[config.mk]
export PLATFORM = sky130hd
export DESIGN_NAME = instr_fetch_unit
export DESIGN_NICKNAME = d
export VERILOG_FILES = /design/src/rtl/fetch_pkg.sv /design/src/rtl/ir_field_decode.sv /design/src/rtl/instr_fetch_unit.sv
export SDC_FILE = /design/constraint.sdc
export NUM_CORES = 1
export LEC_CHECK = 0
export ABC_AREA = 1
export CORE_MARGIN = 2
export CORE_UTILIZATION = 37
export DETAILED_ROUTE_END_ITERATION = 16
export GPL_TIMING_DRIVEN = 0
export HOLD_SLACK_MARGIN = 0.15
export PLACE_DENSITY_LB_ADDON = 0.1
export SLEW_MARGIN = 20
export SYNTH_ARGS = -nofsm -noshare
export SYNTH_HDL_FRONTEND = slang
export SYNTH_SLANG_ARGS = --single-unit
[constraint.sdc]
create_clock -name clock -period 1.7 [get_ports clock]
set_input_delay 0.17 -clock clock [delete_from_list [all_inputs] [get_ports clock]]
set_output_delay 0.17 -clock clock [all_outputs]
set_load 0.02 [all_outputs]
[src/rtl/fetch_pkg.sv]
// Shared definitions for the instruction fetch stage: state encoding,
// opcode constants and instruction-register field positions.
package fetch_pkg;

  // Fetch controller states
  typedef enum logic {
    IDLE = 1'b0,
    BUSY = 1'b1
  } fetch_state_e;

  // Opcodes carried in ir[3:0]
  localparam logic [3:0] OP_ADD   = 4'b0100;
  localparam logic [3:0] OP_SUB   = 4'b0110;
  localparam logic [3:0] OP_NAND  = 4'b1000;
  localparam logic [3:0] OP_LOAD  = 4'b0000;
  localparam logic [3:0] OP_STORE = 4'b0010;
  localparam logic [3:0] OP_BPZ   = 4'b1101;
  localparam logic [3:0] OP_BZ    = 4'b0101;
  localparam logic [3:0] OP_BNZ   = 4'b1001;
  localparam logic [3:0] OP_JR    = 4'b1110;
  localparam logic [3:0] OP_JAL   = 4'b1100;
  localparam logic [3:0] OP_LDIND = 4'b0001;

  // Instruction-register field bit positions
  localparam int INSTR_MSB = 3;
  localparam int INSTR_LSB = 0;
  localparam int R1_MSB    = 7;
  localparam int R1_LSB    = 6;
  localparam int R2_MSB    = 5;
  localparam int R2_LSB    = 4;
  localparam int IMM4_MSB  = 7;
  localparam int IMM4_LSB  = 4;
  localparam int IMM3_MSB  = 5;
  localparam int IMM3_LSB  = 3;
  localparam int IMM5_MSB  = 7;
  localparam int IMM5_LSB  = 3;

endpackage

[src/rtl/ir_field_decode.sv]
// Combinational split of the 8-bit instruction register into opcode and
// operand fields. Shared with the disassembly monitor.
module ir_field_decode
  import fetch_pkg::*;
(
  input  logic [7:0] ir_i,
  output logic [3:0] instr_o,
  output logic [1:0] r1_o,
  output logic [1:0] r2_o,
  output logic [3:0] imm4_o,
  output logic [2:0] imm3_o,
  output logic [4:0] imm5_o
);

  // Pure wiring; fields overlap by design
  always_comb begin
    instr_o = ir_i[INSTR_MSB:INSTR_LSB];
    r1_o    = ir_i[R1_MSB:R1_LSB];
    r2_o    = ir_i[R2_MSB:R2_LSB];
    imm4_o  = ir_i[IMM4_MSB:IMM4_LSB];
    imm3_o  = ir_i[IMM3_MSB:IMM3_LSB];
    imm5_o  = ir_i[IMM5_MSB:IMM5_LSB];
  end

endmodule

[src/rtl/instr_fetch_unit.sv]
// Instruction fetch + IR stage ahead of the multicycle control FSM.
// Runs a req/ack read on instruction memory, stalls the FSM until the word
// lands in IR, and presents decoded fields.
// Optional feature macro: FETCH_TIMEOUT_EN (abort a stuck read after
// TIMEOUT_CYC ack-less BUSY cycles, load TIMEOUT_INSTR, set sticky bus_err).
//
// Handshake: mem_req rises on the accept edge and stays high, with mem_addr
// stable, until the edge on which mem_ack=1 is sampled; mem_rdata is only
// sampled on that edge. mem_ack outside BUSY is ignored.
module instr_fetch_unit
  import fetch_pkg::*;
#(
  parameter int              DATA_W        = 8,
  parameter int              ADDR_W        = 8,
  parameter int              TIMEOUT_CYC   = 15,
  parameter logic [DATA_W-1:0] TIMEOUT_INSTR = 8'b0000_1010
) (
  input  logic              clock,
  input  logic              reset_n,
  input  logic              fetch_req,
  input  logic [ADDR_W-1:0] fetch_addr,
  output logic              mem_req,
  output logic [ADDR_W-1:0] mem_addr,
  input  logic [DATA_W-1:0] mem_rdata,
  input  logic              mem_ack,
  output logic              stall,
  output logic [DATA_W-1:0] ir,
  output logic              ir_valid,
  output logic [3:0]        instr,
  output logic [1:0]        r1,
  output logic [1:0]        r2,
  output logic [3:0]        imm4,
  output logic [2:0]        imm3,
  output logic [4:0]        imm5,
  output logic              bus_err
);

  fetch_state_e      state_q, state_d;
  logic              mem_req_q, mem_req_d;
  logic [ADDR_W-1:0] mem_addr_q, mem_addr_d;
  logic [DATA_W-1:0] ir_q, ir_d;
  logic              ir_valid_q, ir_valid_d;

`ifdef FETCH_TIMEOUT_EN
  localparam int CNT_W = $clog2(TIMEOUT_CYC + 1);
  localparam logic [CNT_W-1:0] CNT_MAX  = {CNT_W{1'b1}};
  localparam logic [CNT_W-1:0] CNT_LAST = CNT_W'(TIMEOUT_CYC - 1);

  logic [CNT_W-1:0] cnt_q, cnt_d;
  logic             bus_err_q, bus_err_d;
`else
  // Timeout parameters have no effect without the timeout feature
  logic unused_timeout_cfg;
  assign unused_timeout_cfg = ^{TIMEOUT_INSTR, TIMEOUT_CYC[0]};
`endif

  // Next-state and registered-output logic for the IDLE/BUSY controller
  always_comb begin
    state_d    = state_q;
    mem_req_d  = mem_req_q;
    mem_addr_d = mem_addr_q;
    ir_d       = ir_q;
    ir_valid_d = ir_valid_q;
`ifdef FETCH_TIMEOUT_EN
    cnt_d      = cnt_q;
    bus_err_d  = bus_err_q;
`endif
    case (state_q)
      IDLE: begin
        if (fetch_req) begin
          state_d    = BUSY;
          mem_addr_d = fetch_addr;
          mem_req_d  = 1'b1;
          ir_valid_d = 1'b0;
`ifdef FETCH_TIMEOUT_EN
          cnt_d      = '0;
`endif
        end
      end
      BUSY: begin
        if (mem_ack) begin
          // Ack wins over a coincident timeout
          state_d    = IDLE;
          ir_d       = mem_rdata;
          ir_valid_d = 1'b1;
          mem_req_d  = 1'b0;
        end
`ifdef FETCH_TIMEOUT_EN
        else if (cnt_q == CNT_LAST) begin
          state_d    = IDLE;
          ir_d       = TIMEOUT_INSTR;
          ir_valid_d = 1'b1;
          mem_req_d  = 1'b0;
          bus_err_d  = 1'b1;
        end else if (cnt_q != CNT_MAX) begin
          cnt_d = cnt_q + CNT_W'(1);
        end
`endif
      end
      default: state_d = IDLE;
    endcase
  end

  // State and datapath registers, async active-low reset
  always_ff @(posedge clock or negedge reset_n) begin
    if (!reset_n) begin
      state_q    <= IDLE;
      mem_req_q  <= 1'b0;
      mem_addr_q <= '0;
      ir_q       <= '0;
      ir_valid_q <= 1'b0;
    end else begin
      state_q    <= state_d;
      mem_req_q  <= mem_req_d;
      mem_addr_q <= mem_addr_d;
      ir_q       <= ir_d;
      ir_valid_q <= ir_valid_d;
    end
  end

`ifdef FETCH_TIMEOUT_EN
  // Wait counter and sticky bus error
  always_ff @(posedge clock or negedge reset_n) begin
    if (!reset_n) begin
      cnt_q     <= '0;
      bus_err_q <= 1'b0;
    end else begin
      cnt_q     <= cnt_d;
      bus_err_q <= bus_err_d;
    end
  end
  assign bus_err = bus_err_q;
`else
  assign bus_err = 1'b0;
`endif

  // Hold the control FSM while a fetch is pending or being accepted;
  // forced low while reset is asserted.
  assign stall = reset_n & ((state_q == BUSY) | ((state_q == IDLE) & fetch_req));

  assign mem_req  = mem_req_q;
  assign mem_addr = mem_addr_q;
  assign ir       = ir_q;
  assign ir_valid = ir_valid_q;

  ir_field_decode u_decode (
    .ir_i    (ir_q[7:0]),
    .instr_o (instr),
    .r1_o    (r1),
    .r2_o    (r2),
    .imm4_o  (imm4),
    .imm3_o  (imm3),
    .imm5_o  (imm5)
  );

endmodule

Word level (Yosys, flattened, before mapping)
Index checks and enable logic that the tools add are counted.
Cells by class
  bitwise operators: 4
  reduce and logical (&&, ||, !) cells: 3
  muxes and demuxes: 9
  eq/ne operators: 2
Operator list (number)
  $mux W1: 6
  $pmux W1 S2: 3
  $reduce_and A2 Y1: 3
  $ne A2 B2 Y1 const B: 2
  $and A1 B1 Y1: 2
  $not A1 Y1: 1
  $or A1 B1 Y1: 1
Storage, ports and cells
  input bits: 20
  register bits: 19
  word-level logic and storage cells: 23
  output and inout port bits: 40

Depth between registers and ports, before layout
Gate-level depths: netlist of run 1.
  depth after elaboration: 4
  mapped depth: 5
  mapped depth without buffers: 4

Modules after synthesis
Synthesis of run 1 repeated with hierarchy kept, for this count alone.
Unflattened totals
  cells, all modules: 104
  area, all modules: 883.3 sq um
Modules (own cells, without submodules)
  instr_fetch_unit: seq. area each 475.5 sq um, cells each 84, times used 1, area each 733.2 sq um
  ir_field_decode: seq. area each 0.0 sq um, cells each 20, times used 1, area each 150.1 sq um

Worst setup path after synthesis of run 1
OpenSTA, ideal clock, no wires.
  kind: register to register
  start: register state_q
  end: register mem_addr_q[0], in the netlist mem_addr[0]
  data arrival time: 0.829 ns
  data required time: 1.635 ns
  period minus slack after synthesis: 0.894 ns
  slack: 0.806 ns
  cell stages (with the launch flop): 4
  setup time: 0.065 ns
  path buffers: 0
  cells stage by stage: dfrtp_1 nor2_1 nand2_1 nand2_1
On the way
  word-level cells in the longest chain between the ends: 2
RTL lines
  start: declaration: line instr_fetch_unit.sv:38  | fetch_state_e state_q, state_d;
  start signal: assignment: line instr_fetch_unit.sv:113  | state_q <= state_d;
  $not A1 Y1
  $reduce_and A2 Y1 (no line)
  end signal: assignment: line instr_fetch_unit.sv:115  | mem_addr_q <= mem_addr_d;
  end: declaration: line instr_fetch_unit.sv:40  | logic [ADDR_W-1:0] mem_addr_q, mem_addr_d;
Every way passes these cells.
A chain may end at the register's enable or synchronous reset.

Final worst setup path of run 1
  start: register ir_q[5], in the netlist ir[5]
  end: output ir[5]
RTL lines
  start: declaration: line instr_fetch_unit.sv:41  | logic [DATA_W-1:0] ir_q, ir_d;
  start signal: assignment: line instr_fetch_unit.sv:116  | ir_q <= ir_d;
  end: declaration: line instr_fetch_unit.sv:27  | output logic [DATA_W-1:0] ir,
No word-level cell between the ends.

==> run metrics, run 1 <==
Cell Area, Placed=1500 µm²; largest net degree at the start of global routing=20; CTS Buffer Depth=2; Hold Vio Cnt, Final=0; DRT iter0 DRCs=5; VDD IR max=0.000665 V; share of layout cells above drive strength 1=17.4%; post-synthesis sequential area ratio=53.8%; HPWL after DPL=1.59 mm; drc violations=0; Placeable Area=2230 µm²; Overall Global Routing Usage=16.0%; highest clock rate=619 MHz; Clock Latency Late Sink=0.28 ns; ANT nets after route=0; Avg Cell Area, Syn=8.49 µm²; Port Buffer Count=58; Worst Path Buf+Inv=2; DP Cell Count=190; slowest stage delay, CP=0.59 ns; Mapped Area=883 µm²; # IOs=60; Final #Nets=188; number of max-cap violations=0; Cells after Synth=104; CTS tree=done; WL final=2.01 mm; Clk Tree Root Cell=clkbuf_4; most common cell after layout, fill and taps aside=clkdlybuf4s50_1; commonest cells after routing, fill and taps aside=57 x clkdlybuf4s50_1, 51 x nand2_1, 21 x buf_4; Antenna Cells=0; Slew HR=43.2%; grt total ovfl=0; outcome=complete, no violations; Crit Path Category=flip-flop to primary output; Routability Congestion=0.634; flops & latches, synth=19; Finished Cell Area=1540 µm²; critical-path cell list=buf_4 > clkdlybuf4s50_1; DR vias=816; WP data arrival=1.44 ns; vias per cell=4.18; H-Tree Depth=1; Layout area overhead=74.1%; row count=17; Pwr Density=1220 nW/µm²; Critical Path Start Type=flip-flop; Leak Pwr=0.774 nW; die height=52.9 µm; number of buffers created by CTS=3; TritonRoute pass-1 iters=4; Synth cell types=12; Tightest Pin Transition=0.850 ns; Worst-path clk slew=0.10 ns; post-synthesis net count=124; Clock Sinks=19; CP required=1.53 ns; CP delay by family, top=buffers and inverters; max-slew violation count=0; Slowest cell on crit path=clkdlybuf4s50_1; period utilization=95.0%; Crit. End Element=primary output; die area=2790 µm²; wire per inst=10.3 µm; post-route insts no fill=195; number of global-route vias before repair=788; Hold WC Path Type=primary input to flip-flop; clock period minus final worst setup slack=1.61 ns; initial antenna violation count=0; crit-path max FO=6; Ys Warns=0; initial core utilization=39.6%; unrepaired setup endpoints after global routing=no; die width=52.9 µm; count of final setup violators=0; skew final=0.00277 ns; global-route wire length before repair=3.28 mm
==> flip-flops by register name, indices dropped and copies added (netlist names) <==
| register | cells |
|---|---|
| ir | 8 |
| state_q | 1 |
| mem_addr | 8 |
| ir_valid | 1 |
| mem_req | 1 |
==> cell type report <==
type | count | area (µm²)
plain buffers | 22 | 163
clock buffers | 4 | 26.3
fillers | 178 | 696
inverters | 6 | 22.5
multi-input cells | 57 | 223
flip-flops and latches | 19 | 477
well taps | 28 | 35.0
repair buffers | 59 | 592
==> tightest hold or removal path, stage by stage <==
cell and delay (ns):
clkdlybuf4s50_1 0.39, nand2_1 0.06, nand2_1 0.04
==> layer usage <==
layer | GRT usage, % | vias to the layer above | part of all wire [%]
met3 | 3.95 | 2 | 7.8
li1 | - | 411 | -
met1 | 15.6 | 365 | 37
met2 | 31.3 | 38 | 55
met4 | 6.41 | 0 | 0.80
met5 | 0 | - | 0
==> what timing repair did <==
action | in CTS | in global routing
setup buffers | 0 | 0
hold buffers | 1 | 0
gates resized for setup | 3 | 1
endpoints found under the hold margin | 19 | 0
endpoints found under the setup margin | 1 | 1
==> cell families (layout without fill, tap and decap cells) <==
| logic type | count (synthesis) | count (layout) | share of synthesized area, % |
|---|---|---|---|
| flip-flops | 19 | 19 | 53.8 |
| other | 1 | 1 | 0.425 |
| buffers and inverters | 28 | 91 | 21.0 |
| AND/OR/NAND/NOR | 53 | 53 | 22.8 |
| AO/OA/AOI/OAI | 3 | 3 | 1.98 |
==> where the power goes <==
| group | switching, mW | internal (mW) |
|---|---|---|
| sequential | 0.0787 | 0.550 |
| combinational | 0.465 | 0.558 |
| clock | 0.128 | 0.0910 |
| total | 0.672 | 1.20 |
==> cell usage after synthesis (all sizes together) <==
cell / instances / area, µm²
dfrtp: 19 / 475
buf: 22 / 163
conb: 1 / 3.75
a21oi: 1 / 5.00
o21a: 1 / 7.51
o21ai: 1 / 5.00
nor2: 1 / 3.75
nand2: 52 / 198
inv: 6 / 22.5
==> stage by stage <==
stage | TNS, ns | total power [mW] | util [%] | setup WS, ns | hold WS [ns]
after CTS | 0 | 1.89 | 68.8 | 0.0548 | 0.397
after floorplan | 0 | 1.17 | - | 0.806 | -0.126
after global placement | -0.550 | 1.65 | 67.1 | -0.550 | 0.463
after global routing | 0 | 1.99 | 68.9 | 0.00712 | 0.401
after detailed placement | -0.578 | 1.67 | 67.1 | -0.578 | 0.469
final | 0 | 1.87 | 68.9 | 0.0852 | 0.404
==> final timing paths <==
check                         startpoint          end  slack (ns)  depth (start not counted)
min in group asynchronous        reset_n  mem_addr[3]        0.63                          2
setup / recovery                   ir[5]        ir[5]        0.09                          2
hold reg to reg              mem_addr[2]  mem_addr[2]        0.49                          2
setup reg to reg                 state_q  mem_addr[6]        0.64                          3
hold / removal             fetch_addr[3]  mem_addr[3]        0.40                          3
max in group asynchronous        reset_n        ir[4]        0.50                          2
No activity file was read; power rests on OpenSTA's default activity.
==> inputs of run 2 (changes only) <==
--- a/config.mk
+++ b/config.mk
@@ -8,10 +8,12 @@
 export ABC_AREA = 1
 export CORE_MARGIN = 2
 export CORE_UTILIZATION = 37
+export CTS_CLUSTER_SIZE = 8
 export DETAILED_ROUTE_END_ITERATION = 16
 export GPL_TIMING_DRIVEN = 0
 export HOLD_SLACK_MARGIN = 0.15
 export PLACE_DENSITY_LB_ADDON = 0.1
+export RECOVER_POWER = 100
 export SLEW_MARGIN = 20
 export SYNTH_ARGS = -nofsm -noshare
 export SYNTH_HDL_FRONTEND = slang
==> run metrics, run 2 (synthesis gave the netlist of run 1 again) <==
DR vias=822; post-route insts no fill=195; global-route wire length before repair=3.28 mm; P_sw=0.661 mW; Clk Tree Root Cell=clkbuf_4; Worst-path clk slew=0.10 ns; sequential power share=34.3%; Crit Path Category=flip-flop to primary output; CTS tree=done; Pwr Density=1180 nW/µm²; unrepaired setup endpoints after global routing=no; number of global-route vias before repair=788; period utilization=95.4%; Final #Nets=188; skew final=0.00329 ns; grt total ovfl=0; Sw Ratio=36.5%; Crit. End Element=primary output; WP data arrival=1.45 ns; Cell Area, Placed=1500 µm²; initial antenna violation count=0; H-Tree Depth=1; VDD IR max=0.000639 V; Routability Congestion=0.634; Hold Vio Cnt, Final=0; Layout area overhead=73.5%; Tightest Pin Transition=0.846 ns; row count=17; Clock Sinks=19; most common cell after layout, fill and taps aside=nand2_1; Port Buffer Count=58; vias per cell=4.22; die width=52.9 µm; initial core utilization=39.6%; TritonRoute pass-1 iters=4; max-slew violation count=0; Pwr Total=1.81 mW; Clock Latency Late Sink=0.28 ns; Antenna Cells=0; # IOs=60; number of max-cap violations=0; Slew HR=43.4%; outcome=complete, no violations; Gate power share=53.8%; # fillers=179; Overall Global Routing Usage=16.0%; largest net degree at the start of global routing=20; clock power share=11.9%; count of final setup violators=0; commonest cells after routing, fill and taps aside=52 x nand2_1, 37 x clkdlybuf4s50_1, 21 x dlygate4sd3_1; die area=2790 µm²; HPWL after DPL=1.59 mm; Finished Cell Area=1530 µm²; crit-path max FO=3; post-CTS setup buffers=0; clock period minus final worst setup slack=1.62 ns; DP Worst Slack=-0.578 ns; drc violations=0; DP Cell Count=190; WL final=1.98 mm; CTS Buffer Depth=2; highest clock rate=617 MHz; number of buffers created by CTS=3; Int Power=1.15 mW; share of layout cells above drive strength 1=15.0%; die height=52.9 µm; DRT iter0 DRCs=7; CP required=1.53 ns; Placeable Area=2230 µm²; final worst slack=0.0787 ns; Hold WS=0.407 ns; wire per inst=10.1 µm; Final TNS setup=0 ns; reg-to-reg slack, setup=0.52 ns; Leak Pwr=0.791 nW; Hold WC Path Type=primary input to flip-flop; final design utilization=68.6%; ANT nets after route=0; Critical Path Start Type=flip-flop
## run 2: cell types whose count changed in the layout (fill, tap and decap cells not counted)
cell | previous run | this run
clkdlybuf4s50_1 | 57 | 37
inv_1 | 5 | 6
buf_4 | 21 | 8
nand2_2 | 1 | 0
clkbuf_4 | 3 | 16
dlygate4sd3_1 | 1 | 21
clkbuf_1 | 1 | 2
inv_2 | 1 | 0
clkdlybuf4s25_1 | 0 | 1
nand2_1 | 51 | 52
clkdlybuf4s15_2 | 1 | 0
buf_2 | 1 | 0
## run 2: timing repair
action / 4_1_cts / 5_1_grt
hold buffers: 1 / 0
pin swaps: 0 / 0
resized for setup: 3 / 1
endpoints found under the setup margin: 1 / 1
endpoints found under the hold margin: 19 / 0
## run 2: layer usage
layer  wire length (µm)  share of wire, %  up-vias  track usage (%)
met5                  0                 0        -                0
met1                714                36      370             15.6
met2               1080                55       36             31.3
li1                   -                 -      414                -
met3                166               8.4        2             3.95
met4                 16              0.81        0             6.41
## run 2: worst max-delay path, stage by stage, from the launching register on
cell,delay (ns)
dfrtp_1,0.40
buf_4,0.13
dlygate4sd3_1,0.64
## run 2: final timing paths
kind                               start     endpoint  cells after the start
max reg2reg                      state_q      state_q                      4
min in group asynchronous        reset_n  mem_addr[3]                      2
max                                ir[0]        ir[0]                      2
max in group asynchronous        reset_n        ir[4]                      2
min                        fetch_addr[3]  mem_addr[3]                      3
min reg2reg                  mem_addr[2]  mem_addr[2]                      2
## run 2: cell type report
type | instances | area, µm² | share of cell area (%)
Sequential cell | 19 | 477 | 31.1
Tap cell | 28 | 35.0 | 2.29
Multi-Input combinational cell | 57 | 220 | 14.4
Buffer | 22 | 161 | 10.5
Timing Repair Buffer | 59 | 591 | 38.5
Clock buffer | 4 | 26.3 | 1.71
Inverter | 6 | 22.5 | 1.47
## run 2: power groups by stage
stage / Clock, mW / Combinational [mW] / Sequential (mW)
after CTS: 0.228 / 1.04 / 0.630
final: 0.216 / 0.975 / 0.621
after floorplan: 0 / 0.420 / 0.748
after global routing: 0.248 / 1.04 / 0.640
after detailed placement: 0 / 1.03 / 0.637
after global placement: 0 / 1.02 / 0.631
==> inputs of run 3 (changes only) <==
--- a/config.mk
+++ b/config.mk
@@ -10,7 +10,6 @@
 export CORE_UTILIZATION = 37
 export CTS_CLUSTER_SIZE = 8
 export DETAILED_ROUTE_END_ITERATION = 16
-export GPL_TIMING_DRIVEN = 0
 export HOLD_SLACK_MARGIN = 0.15
 export PLACE_DENSITY_LB_ADDON = 0.1
 export RECOVER_POWER = 100
==> run metrics, run 3 (synthesis gave the netlist of run 1 again) <==
highest clock rate=625 MHz; max-slew violation count=0; most common cell after layout, fill and taps aside=nand2_1; Routability Congestion=0.575; post-route insts no fill=173; Worst-path clk slew=0.10 ns; drc violations=0; outcome=complete, no violations; DP Worst Slack=0.128 ns; routed length on met1=741 µm; H-Tree Depth=1; clock period minus final worst setup slack=1.60 ns; WP data arrival=1.43 ns; period utilization=94.1%; Final #Nets=166; CTS tree=done; Crit Path Category=primary input to primary output; Antenna Cells=0; TritonRoute pass-1 iters=4; number of global-route vias before repair=728; count of final setup violators=0; Pwr Density=1190 nW/µm²; Overall Global Routing Usage=15.9%; vias per cell=4.25; Clock Latency Late Sink=0.29 ns; CP required=1.53 ns; met3 wire len=167 µm; Port Buffer Count=58; Pwr Total=1.63 mW; DR top layer=met3; CTS Buffer Depth=2; slowest stage delay, CP=0.60 ns; Crit. End Element=primary output; DRT iter0 DRCs=7; die width=52.9 µm; skew final=0.00114 ns; initial core utilization=39.6%; ANT nets after route=0; Layout area overhead=54.4%; post-CTS resize count=0; Final TNS setup=0 ns; critical register-to-register path endpoint=ir[2]; DR vias=735; global-route wire length before repair=3.22 mm; number of buffers created by CTS=3; die height=52.9 µm; Placeable Area=2230 µm²; unrepaired setup endpoints after global routing=no; Hold Vio Cnt, Final=0; Leak Pwr=0.709 nW; r2r worst-path depth=4; Clk Tree Root Cell=clkbuf_4; critical-path cell list=dlygate4sd3_1 > o21a_1 > clkdlybuf4s50_1; Slowest cell on crit path=clkdlybuf4s50_1; worst reg2reg path startpoint=state_q; die area=2790 µm²; share of layout cells above drive strength 1=2.07%; commonest cells after routing, fill and taps aside=52 x nand2_1, 39 x dlygate4sd3_1, 19 x clkdlybuf4s50_1, 19 x dfrtp_1, 6 x inv_1; largest net degree at the start of global routing=20; final worst slack=0.100 ns; Slew HR=34.1%; # IOs=60; Clock Sinks=19; initial antenna violation count=0; WL final=1.87 mm; row count=17; Cell Area, Placed=1340 µm²; Finished Cell Area=1360 µm²; Hold WC Path Type=primary input to flip-flop; DP Cell Count=169; number of max-cap violations=0; CP Capture Point=stall; post-CTS setup buffers=0; grt total ovfl=0; Met2 Wirelength=965 µm; CTS Hold Buffers Added=0; wire per inst=10.8 µm; Critical Path Start Type=primary input; Tightest Pin Transition=0.989 ns; worst setup path start=reset_n; reg-to-reg slack, setup=0.50 ns; crit-path max FO=2; HPWL after DPL=1.47 mm; VDD IR max=0.000624 V
## run 3: cell types whose count changed in the layout (fill, tap and decap cells not counted)
| cell | previous run | this run |
|---|---|---|
| clkdlybuf4s50_1 | 37 | 19 |
| dlygate4sd3_1 | 21 | 39 |
| clkbuf_4 | 16 | 3 |
| buf_4 | 8 | 0 |
| clkdlybuf4s25_1 | 1 | 0 |
| dfrtp_1 | 18 | 19 |
| dfrtp_2 | 1 | 0 |
## run 3: critical path, delay by kind of cell
family	cells	cell delay, ns
AOI/OAI and AO/OA	1	0.12
buffers and inverters	2	1.15
## run 3: worst min path at each step
stage,from,end,slack (ns),depth (start not counted)
3_3_place_gp,mem_addr[3],mem_addr[3],0.46,2
4_1_cts,reset_n,mem_addr[6],0.24,2
3_5_place_dp,mem_addr[6],mem_addr[6],0.47,2
2_1_floorplan,reset_n,ir[0],-0.13,0
6_report,mem_rdata[6],ir[6],0.40,3
5_1_grt,mem_rdata[6],ir[6],0.39,3
## run 3: power breakdown
group	total, mW	switching [mW]	leakage [nW]	internal, mW
clock network	0.223	0.132	0.0150	0.0911
logic	0.786	0.437	0.460	0.349
registers	0.616	0.0681	0.234	0.548
total	1.63	0.637	0.709	0.989
## run 3: per-stage QoR
stage	utilization, %	hold WS (ns)
after floorplan	-	-0.126
after global placement	60.2	0.463
after detailed placement	60.2	0.471
after CTS	61.3	0.241
after global routing	61.1	0.392
final	61.1	0.401
## run 3: final cells by class
cell class | instances | area (µm²)
Fill cell | 218 | 870
Timing Repair Buffer | 59 | 584
Sequential cell | 19 | 475
Multi-Input combinational cell | 57 | 220
Tap cell | 28 | 35.0
Clock buffer | 4 | 26.3
Inverter | 6 | 22.5
## run 3: layer usage
| layer | track usage [%] | up-vias |
|---|---|---|
| li1 | - | 372 |
| met1 | 18.5 | 324 |
| met2 | 28.3 | 39 |
| met3 | 3.95 | 0 |
| met4 | 5.13 | 0 |
| met5 | 0 | - |
==> edit (settings of run 3) <==
Change the parameter `ADDR_W` from 8 to 7.
--- a/src/rtl/instr_fetch_unit.sv
+++ b/src/rtl/instr_fetch_unit.sv
@@ -11,7 +11,7 @@
   import fetch_pkg::*;
 #(
   parameter int              DATA_W        = 8,
-  parameter int              ADDR_W        = 8,
+  parameter int              ADDR_W        = 7,
   parameter int              TIMEOUT_CYC   = 15,
   parameter logic [DATA_W-1:0] TIMEOUT_INSTR = 8'b0000_1010
 ) (
Interface: changed (resized fetch_addr and mem_addr); port bits go from 60 to 58. The function was not compared with the original's and may differ.
==> edit against run 3 <==
- cell area down 2.5%
- sequential power down 4.7%
- synthesized area down 3.0%
- die area down 2.7%
- register-to-register slack worse by 0.27 ns
- power down 0.93%
- sequential share of layout area down 0.90 points
- sequential cell count down 1
- utilization down 0.36 points
- worst hold slack better by 0.0070 ns
- wire length down 0.32%
- worst setup slack worse by 0.017 ns
==> edit: results (changes against run 3) <==
stage	metric	value	unit	change
pwr	peakVddDrop	0.675	mV	+8.1%
global_route	grt_max_degree	19		-5.0%
synthesis	synth_common_cells	nand2_1 (47), buf_4 (21), dfrtp_1 (18)		
worst_hold_path	worstHoldStart	fetch_addr[0]		
worst_hold_path	hold_end	mem_addr[0]$_DFFE_PN0P_		
routing	routed_via_density	4.38		+3.1%
final_layout	drive_gt1_frac	0.0643		+0.0436
synthesis	syn-num-nets	118		-4.8%
final_layout	fin_nets	160		-3.6%
place	portBuffers	56		-3.4%
floorplan	rows	17		unchanged
routing	detail_route.wl_per_cell	11.1	µm	+2.6%
global_route	grtUsageMet1	0.169		-0.0163
global_route	grtUsageMet2	0.276		-0.00696
synthesis	ys_seq_area_frac	0.526		-0.0127
synthesis	synth.area.top_cells	dfrtp_1 (53%), nand2_1 (21%), buf_4 (18%), inv_1 (1.3%), nand2_4 (1.3%)		
setup_path	r2r_setup_slack	0.23	ns	-0.27 ns
status	status	finished clean		
global_route	grt_pass1_vias	654		-10%
global_route	grt_pass1_wl	3020	µm	-6.4%
timing	fin_skew	0.00192	ns	+0.000782 ns
final_layout	antenna-diode-count	0		unchanged
pwr	leakagePower	0.680	nW	-4.1%
place	hpwl	1420	µm	-3.5%
global_route	track_usage	0.153		-0.00561
edit: changes by cell type after synthesis, sizes merged:
cell	run 3	this run
buf	22	21
nand2	52	49
clkinv	0	1
inv	6	5
dfrtp	19	18
edit: timing repair:
action / in CTS / in global routing
gates resized for setup: 0 / 1
buffers inserted: 0 / 0
endpoints found under the setup margin: 0 / 1
edit: power breakdown:
group	total (mW)	internal [mW]	leakage (nW)	switching [mW]
combinational	0.766	0.341	0.439	0.425
clock	0.258	0.130	0.0210	0.127
sequential	0.587	0.520	0.220	0.0664
total	1.61	0.992	0.680	0.618
edit: layout make-up:
class                           instances  area (µm²)
Timing Repair Buffer                   58         572
Multi-Input combinational cell         54         211
Clock buffer                            4        36.3
Fill cell                             196         861
Inverter                                6        23.8
Tap cell                               28        35.0
Sequential cell                        18         452
edit: logic make-up (layout without fill, tap and decap cells):
family                 count (synthesis)  count (layout)  synth area share
AOI/OAI and AO/OA                      3               3            0.0204
other                                  1               1           0.00438
buffers and inverters                 27              68             0.216
and+or+nand+nor                       50              50             0.234
DFF                                   18              18             0.526
edit: layer usage:
layer / share of wire / routed length (µm)
met1: 0.39 / 726
met2: 0.52 / 975
met3: 0.082 / 153
met4: 0.0059 / 11
met5: 0 / 0
edit: how the worst max path moves through the flow:
stage / start / end / slack (ns) / cells after the start
after detailed placement: reset_n / stall / 0.14 / 3
after global routing: state_q$_DFF_PN0_ / ir[2]$_DFFE_PN0P_ / 0.04 / 4
final: reset_n / stall / 0.08 / 3
after CTS: state_q$_DFF_PN0_ / stall / 0.03 / 2
after floorplan: ir[4]$_DFFE_PN0P_ / imm4[0] / 0.85 / 1
after global placement: reset_n / stall / 0.13 / 3
edit: worst max-delay path, delay by kind of cell:
kind                   cells  cell delay, ns
AO/OA/AOI/OAI              1            0.12
buffers and inverters      2            1.15
edit: stage by stage:
stage | cells | hold slack (ns) | worst slack (ns) | area (µm²) | power, mW
floorplan | 99 | -0.126 | 0.846 | 857 | 1.13
global placement | 164 | 0.465 | 0.126 | 1310 | 1.45
detailed placement | 164 | 0.472 | 0.142 | 1310 | 1.46
CTS | 168 | 0.269 | 0.0340 | 1350 | 1.73
global route | 168 | 0.408 | 0.0369 | 1330 | 1.72
finish | 168 | 0.408 | 0.0831 | 1330 | 1.61
